<file path="config.mk">
export PLATFORM = sky130hd
export DESIGN_NAME = source_framer
export DESIGN_NICKNAME = d
export VERILOG_FILES = /design/src/rtl/constants.sv /design/src/rtl/char_classifier.sv /design/src/rtl/source_framer.sv
export SDC_FILE = /design/constraint.sdc
export NUM_CORES = 1
export LEC_CHECK = 0
export CORE_AREA = 4 4 69 71
export CTS_BUF_LIST = sky130_fd_sc_hd__clkbuf_16
export DETAILED_ROUTE_END_ITERATION = 8
export DIE_AREA = 0 0 73 75
export PLACE_DENSITY_LB_ADDON = 0.08
export REMOVE_ABC_BUFFERS = 1
export SYNTH_ARGS = -nofsm -noshare
export SYNTH_HDL_FRONTEND = slang
export SYNTH_SLANG_ARGS = --single-unit
</file>
<file path="constraint.sdc">
create_clock -name clk_in -period 6.7 [get_ports clk_in]
set_input_delay 1.34 -clock clk_in [delete_from_list [all_inputs] [get_ports clk_in]]
set_output_delay 1.34 -clock clk_in [all_outputs]
set_load 0.05 [all_outputs]
</file>
<file path="src/rtl/constants.sv">
// Shared assembler constants: ASCII codes, pass enum and framer state encoding.
// Imported by the source framer and its byte classifier.
package constants;

    typedef enum logic {
        PC_MAPPING = 1'b0,
        ASSEMBLING = 1'b1
    } assembler_state;

    localparam logic [7:0] LF    = 8'h0A;
    localparam logic [7:0] CR    = 8'h0D;
    localparam logic [7:0] TAB   = 8'h09;
    localparam logic [7:0] SPACE = 8'h20;
    localparam logic [7:0] HASH  = 8'h23;
    localparam logic [7:0] EOT   = 8'h04;

    typedef enum logic [2:0] {
        ST_IDLE       = 3'd0,
        ST_LEAD       = 3'd1,
        ST_BODY       = 3'd2,
        ST_SPACE_PEND = 3'd3,
        ST_COMMENT    = 3'd4,
        ST_DONE       = 3'd5,
        ST_ERROR      = 3'd6
    } framer_state_t;

    typedef struct packed {
        logic printable;
        logic space;
        logic cr;
        logic eol;
        logic comment;
        logic eot;
        logic illegal;
    } char_class_t;

endpackage

</file>
<file path="src/rtl/char_classifier.sv">
// Combinational one-hot decode of a source byte into framer character classes.
// CR gets its own class because it is dropped without starting a space run.
module char_classifier
    import constants::*;
(
    input  logic [7:0]  ch,
    output char_class_t cls
);

    always_comb begin
        cls = '0;
        if (ch == SPACE || ch == TAB) begin
            cls.space = 1'b1;
        end else if (ch == CR) begin
            cls.cr = 1'b1;
        end else if (ch == LF) begin
            cls.eol = 1'b1;
        end else if (ch == HASH) begin
            cls.comment = 1'b1;
        end else if (ch == EOT) begin
            cls.eot = 1'b1;
        end else if (ch >= 8'h21 && ch <= 8'h7E) begin
            cls.printable = 1'b1;
        end else begin
            cls.illegal = 1'b1;
        end
    end

endmodule

</file>
<file path="src/rtl/source_framer.sv">
// Normalises a raw ASCII byte stream into per-character / per-line pulses
// with comment stripping, whitespace collapsing and line/program limits.
module source_framer
    import constants::*;
#(
    parameter int NUMBER_LINES   = 256,
    parameter int MAX_LINE_CHARS = 32
) (
    input  logic                            clk_in,
    input  logic                            rst_n_in,
    input  logic                            pass_start,
    input  logic [7:0]                      byte_in,
    input  logic                            byte_valid_in,
    output logic                            byte_ready_out,
    input  logic                            hold_in,
    output logic [7:0]                      incoming_character,
    output logic                            new_character,
    output logic                            new_line,
    output logic                            valid_data,
    output logic [$clog2(NUMBER_LINES)-1:0] pc,
    output logic                            done_flag,
    output logic                            error_flag
);

    localparam int PCW = $clog2(NUMBER_LINES);
    localparam int CW  = $clog2(MAX_LINE_CHARS + 1);

    framer_state_t state, state_n;
    char_class_t   cls;

    logic [PCW-1:0] pc_q;
    logic [CW-1:0]  line_cnt_q;
    logic           defer_valid_q;
    logic [7:0]     defer_q;
    logic           full_q;
    logic           inc_pend_q;

    logic           accept;
    logic           emit;
    logic [7:0]     emit_ch;
    logic           eol;
    logic           defer_set;
    logic           defer_clr;
    logic           streaming_n;

    char_classifier u_cls (
        .ch  (byte_in),
        .cls (cls)
    );

    always_comb begin
        byte_ready_out = 1'b0;
        if (!pass_start && !hold_in && !defer_valid_q) begin
            byte_ready_out = (state == ST_LEAD) || (state == ST_BODY) ||
                             (state == ST_SPACE_PEND) || (state == ST_COMMENT);
        end
    end

    assign accept = byte_valid_in && byte_ready_out;

    always_comb begin
        state_n   = state;
        emit      = 1'b0;
        emit_ch   = 8'h00;
        eol       = 1'b0;
        defer_set = 1'b0;
        defer_clr = 1'b0;
        if (defer_valid_q) begin
            if (!hold_in) begin
                emit      = 1'b1;
                emit_ch   = defer_q;
                defer_clr = 1'b1;
            end
        end else if (accept) begin
            unique case (state)
                ST_LEAD: begin
                    unique case (1'b1)
                        cls.printable: begin
                            emit    = 1'b1;
                            emit_ch = byte_in;
                            state_n = ST_BODY;
                        end
                        cls.comment: state_n = ST_COMMENT;
                        cls.eot:     state_n = ST_DONE;
                        cls.illegal: state_n = ST_ERROR;
                        default: ;
                    endcase
                end
                ST_BODY, ST_SPACE_PEND: begin
                    unique case (1'b1)
                        cls.printable: begin
                            emit    = 1'b1;
                            state_n = ST_BODY;
                            if (state == ST_SPACE_PEND) begin
                                emit_ch   = SPACE;
                                defer_set = 1'b1;
                            end else begin
                                emit_ch = byte_in;
                            end
                        end
                        cls.space:   state_n = ST_SPACE_PEND;
                        cls.comment: state_n = ST_COMMENT;
                        cls.eol: begin
                            eol     = 1'b1;
                            state_n = ST_LEAD;
                        end
                        cls.eot: begin
                            eol     = 1'b1;
                            state_n = ST_DONE;
                        end
                        cls.illegal: state_n = ST_ERROR;
                        default: ;
                    endcase
                end
                ST_COMMENT: begin
                    if (cls.eol || cls.eot) begin
                        eol     = (line_cnt_q != '0);
                        state_n = cls.eot ? ST_DONE : ST_LEAD;
                    end
                end
                default: ;
            endcase
        end
        // Both limits reject the emission itself, before anything is pulsed
        if (emit && (line_cnt_q == CW'(MAX_LINE_CHARS) || full_q)) begin
            emit      = 1'b0;
            defer_set = 1'b0;
            defer_clr = 1'b1;
            state_n   = ST_ERROR;
        end
    end

    assign streaming_n = (state_n == ST_LEAD) || (state_n == ST_BODY) ||
                         (state_n == ST_SPACE_PEND) || (state_n == ST_COMMENT);

    always_ff @(posedge clk_in) begin
        if (!rst_n_in) begin
            state              <= ST_IDLE;
            pc_q               <= '0;
            line_cnt_q         <= '0;
            defer_valid_q      <= 1'b0;
            defer_q            <= 8'h00;
            full_q             <= 1'b0;
            inc_pend_q         <= 1'b0;
            incoming_character <= 8'h00;
            new_character      <= 1'b0;
            new_line           <= 1'b0;
            valid_data         <= 1'b0;
            done_flag          <= 1'b0;
            error_flag         <= 1'b0;
        end else if (pass_start) begin
            state              <= ST_LEAD;
            pc_q               <= '0;
            line_cnt_q         <= '0;
            defer_valid_q      <= 1'b0;
            defer_q            <= 8'h00;
            full_q             <= 1'b0;
            inc_pend_q         <= 1'b0;
            incoming_character <= 8'h00;
            new_character      <= 1'b0;
            new_line           <= 1'b0;
            valid_data         <= 1'b1;
            done_flag          <= 1'b0;
            error_flag         <= 1'b0;
        end else begin
            state              <= state_n;
            new_character      <= emit;
            incoming_character <= emit ? emit_ch : 8'h00;
            new_line           <= eol;
            valid_data         <= streaming_n;
            done_flag          <= (state_n == ST_DONE) && (state != ST_DONE);
            error_flag         <= error_flag || (state_n == ST_ERROR);
            if (eol) begin
                line_cnt_q <= '0;
            end else if (emit) begin
                line_cnt_q <= line_cnt_q + CW'(1);
            end
            if (defer_set) begin
                defer_valid_q <= 1'b1;
                defer_q       <= byte_in;
            end else if (defer_clr) begin
                defer_valid_q <= 1'b0;
            end
            // Last line slot: hold pc and arm overflow for the next emission
            inc_pend_q <= eol && (pc_q != PCW'(NUMBER_LINES - 1));
            full_q     <= full_q || (eol && (pc_q == PCW'(NUMBER_LINES - 1)));
            if (inc_pend_q) begin
                pc_q <= pc_q + PCW'(1);
            end
        end
    end

    assign pc = pc_q;

endmodule

</file>
==> metrics.txt <==
setup repair bufs after CTS=0; Distinct cells, synth=50; Root Buffer=clkbuf_16; die height=75 um; port buffer count=34; Hold Slack=439 ps; NumNets Final=276; Hold Path End=incoming_character[7]; Seq. cell area=821 sq um; gp weighted congestion=0.834; Final Hold Fails=0; RSZ-0062 raised after global routing=false; Max Slew Vio Count=0; crit start category=primary input; Remaining DRCs=0; Worst Skew=4.42 ps; Register-to-Register Path Depth=6; die area=5480 sq um; Initial DRT Pass Iterations=4; detail-routed net length per standard cell=13.8 um; most frequent cells in the layout=dfxtp_1 (41), clkdlybuf4s50_1 (34), nor2_1 (33); clock slew at reported path FFs=60 ps; setup tns final=0 ps; clock sink total=41; Post-synth EDFFs=0; hold path startpoint=defer_q[7]; R2R Path Start=defer_valid_q; antenna fix cells=0; end of the worst register-to-register path=line_cnt_q[5]; Synth Flop Type=dfxtp_1; First DRT Iteration DRCs=109; Filler Cell Count=409; Worst slew margin=34.8%; Synth Warn #=0; Initial Util=47.2%; CP Max Fanout=7; initial antenna violation count=0; worst-margin pin slew=976 ps; status=finished clean; ANT nets after route=0; Fmax achieved=0.231 GHz; fraction of layout cells with a size suffix above 1=6.13%; commonest non-fill, non-tap cell in the layout=dfxtp_1; flop-to-flop setup slack=4310 ps; critical path arrival=2990 ps; hold_buf cts=0; io pins=35; number of global-route vias before repair=1486; via count=1745; Worst Setup Path Type=primary input to output pin; Pwr Density=206 nW/um^2; hold depth=2; HP Class=flip-flop to flip-flop; minimum clock period=4330 ps; global route overflow=0; maximum VDD drop=0.105 mV; final wirelength=4310 um; crit share post-route=64.6%; Layout area overhead=24.7%; largest net degree at the start of global routing=23; H-tree depth=2; CP Data Required Time=5360 ps; Synth async-reset ratio=0%; final setup vio count=0; vias per std cell=5.58; Leakage Power=0.000876 uW; # Max-Cap Violations=0; Post-Synthesis Cells=231; Setup crit end kind=output pin; num rows=24; Clock Tree Buf Depth=2; post-synthesis register bit count=41; HPWL Detailed=3030 um; Syn Area/Cell=8.66 sq um; register area share after synthesis=41.1%; Total GRT Usage=16.8%; CTS tree=built; insertion delay to the later sink of the worst-skew pair=280 ps; Post-Syn Area=2000 sq um; post-cts gate resize count=0; area of the multi-input gates=1080 sq um; TritonCTS buffer count=5; DIE WIDTH=73 um; first-pass GRT wire length=7100 um; Core ar.=4230 sq um
synth_stat cells, types with 2 or more instances:
| master | count | share of area, % |
|---|---|---|
| a21oi_1 | 13 | 3.3 |
| a22oi_1 | 7 | 2.6 |
| and3b_1 | 2 | 0.88 |
| buf_2 | 4 | 1.0 |
| clkbuf_1 | 7 | 1.3 |
| dfxtp_1 | 41 | 41 |
| ha_1 | 3 | 1.9 |
| inv_1 | 9 | 1.7 |
| mux2i_1 | 9 | 4.5 |
| nand2_1 | 12 | 2.3 |
| nand2b_1 | 2 | 0.63 |
| nand3_1 | 6 | 1.5 |
| nand4_1 | 4 | 1.3 |
| nand4b_1 | 2 | 0.88 |
| nor2_1 | 33 | 6.2 |
| nor2b_1 | 3 | 0.94 |
| nor3_1 | 6 | 1.5 |
| nor3b_1 | 3 | 1.1 |
| nor4_1 | 2 | 0.63 |
| nor4b_1 | 4 | 1.8 |
| nor4bb_1 | 2 | 1.0 |
| o211ai_1 | 3 | 1.1 |
| o21a_1 | 3 | 1.1 |
| o21ai_0 | 7 | 1.8 |
| o22ai_1 | 2 | 0.63 |
| o311ai_0 | 2 | 0.88 |
| o31ai_1 | 3 | 1.1 |
| or3_1 | 6 | 1.9 |
| or4_1 | 3 | 1.1 |
| xnor2_1 | 4 | 1.8 |
| xor2_1 | 5 | 2.2 |
flip-flops by register name (all words and copies together) (netlist names):
register,cells
defer_q,8
state,3
pc,8
new_character,1
incoming_character,8
full_q,1
done_flag,1
defer_valid_q,1
line_cnt_q,6
inc_pend_q,1
new_line,1
valid_data,1
error_flag,1
layer usage:
metal / track usage [%] / part of all wire (%)
met2: 25.9 / 47
met4: 8.61 / 1.9
met1: 22.4 / 47
met3: 3.34 / 4.1
met5: 0 / 0
worst max-delay path by stage:
stage / startpoint / to / slack [ps] / cells past startpoint
after global routing: pass_start / byte_ready_out / 2310 / 3
after detailed placement: pass_start / byte_ready_out / 2360 / 3
final: pass_start / byte_ready_out / 2370 / 3
after global placement: pass_start / byte_ready_out / 2390 / 3
after floorplan: pass_start / byte_ready_out / 2470 / 1
after CTS: pass_start / byte_ready_out / 2360 / 3
area by class of cell:
| class | instances | share of cell area [%] |
|---|---|---|
| multi-input cells | 168 | 43.5 |
| flip-flops and latches | 41 | 32.9 |
| repair buffers | 35 | 13.9 |
| clock buffers | 5 | 5.02 |
| well taps | 52 | 2.61 |
| inverters | 9 | 1.35 |
| clock inverters | 3 | 0.702 |
worst max-delay path, cell delays in order:
cell and delay [ps]:
clkdlybuf4s50_1 510, nor4_1 290, clkdlybuf4s50_1 850
cell families after synthesis:
| kind of cell | count (synthesis) | share of synthesized area, % |
|---|---|---|
| AND/OR/NAND/NOR | 98 | 27.5 |
| XOR/XNOR | 9 | 3.94 |
| buffers and inverters | 22 | 4.76 |
| flip-flops | 41 | 41.1 |
| multiplexers | 9 | 4.51 |
| adder cells (fa/ha/maj) | 3 | 1.88 |
| AO/OA/AOI/OAI | 49 | 16.4 |
stage by stage:
stage | cell area (sq um) | instances | util, % | worst slack [ps] | total power, uW
detailed placement | 2350 | 305 | 55.5 | 2360 | 290
global placement | 2350 | 305 | 55.5 | 2390 | 290
floorplan | 1940 | 218 | - | 2470 | 270
global route | 2490 | 313 | 58.9 | 2310 | 534
CTS | 2490 | 313 | 58.9 | 2360 | 521
finish | 2490 | 313 | 58.9 | 2370 | 515
report_power, final:
part | internal [uW] | total [uW] | switching (uW)
Sequential | 245 | 247 | 1.76
Clock | 136 | 230 | 93.9
Combinational | 16.0 | 37.6 | 21.7
Total | 397 | 515 | 117
Power figures use the tool's default switching activity.
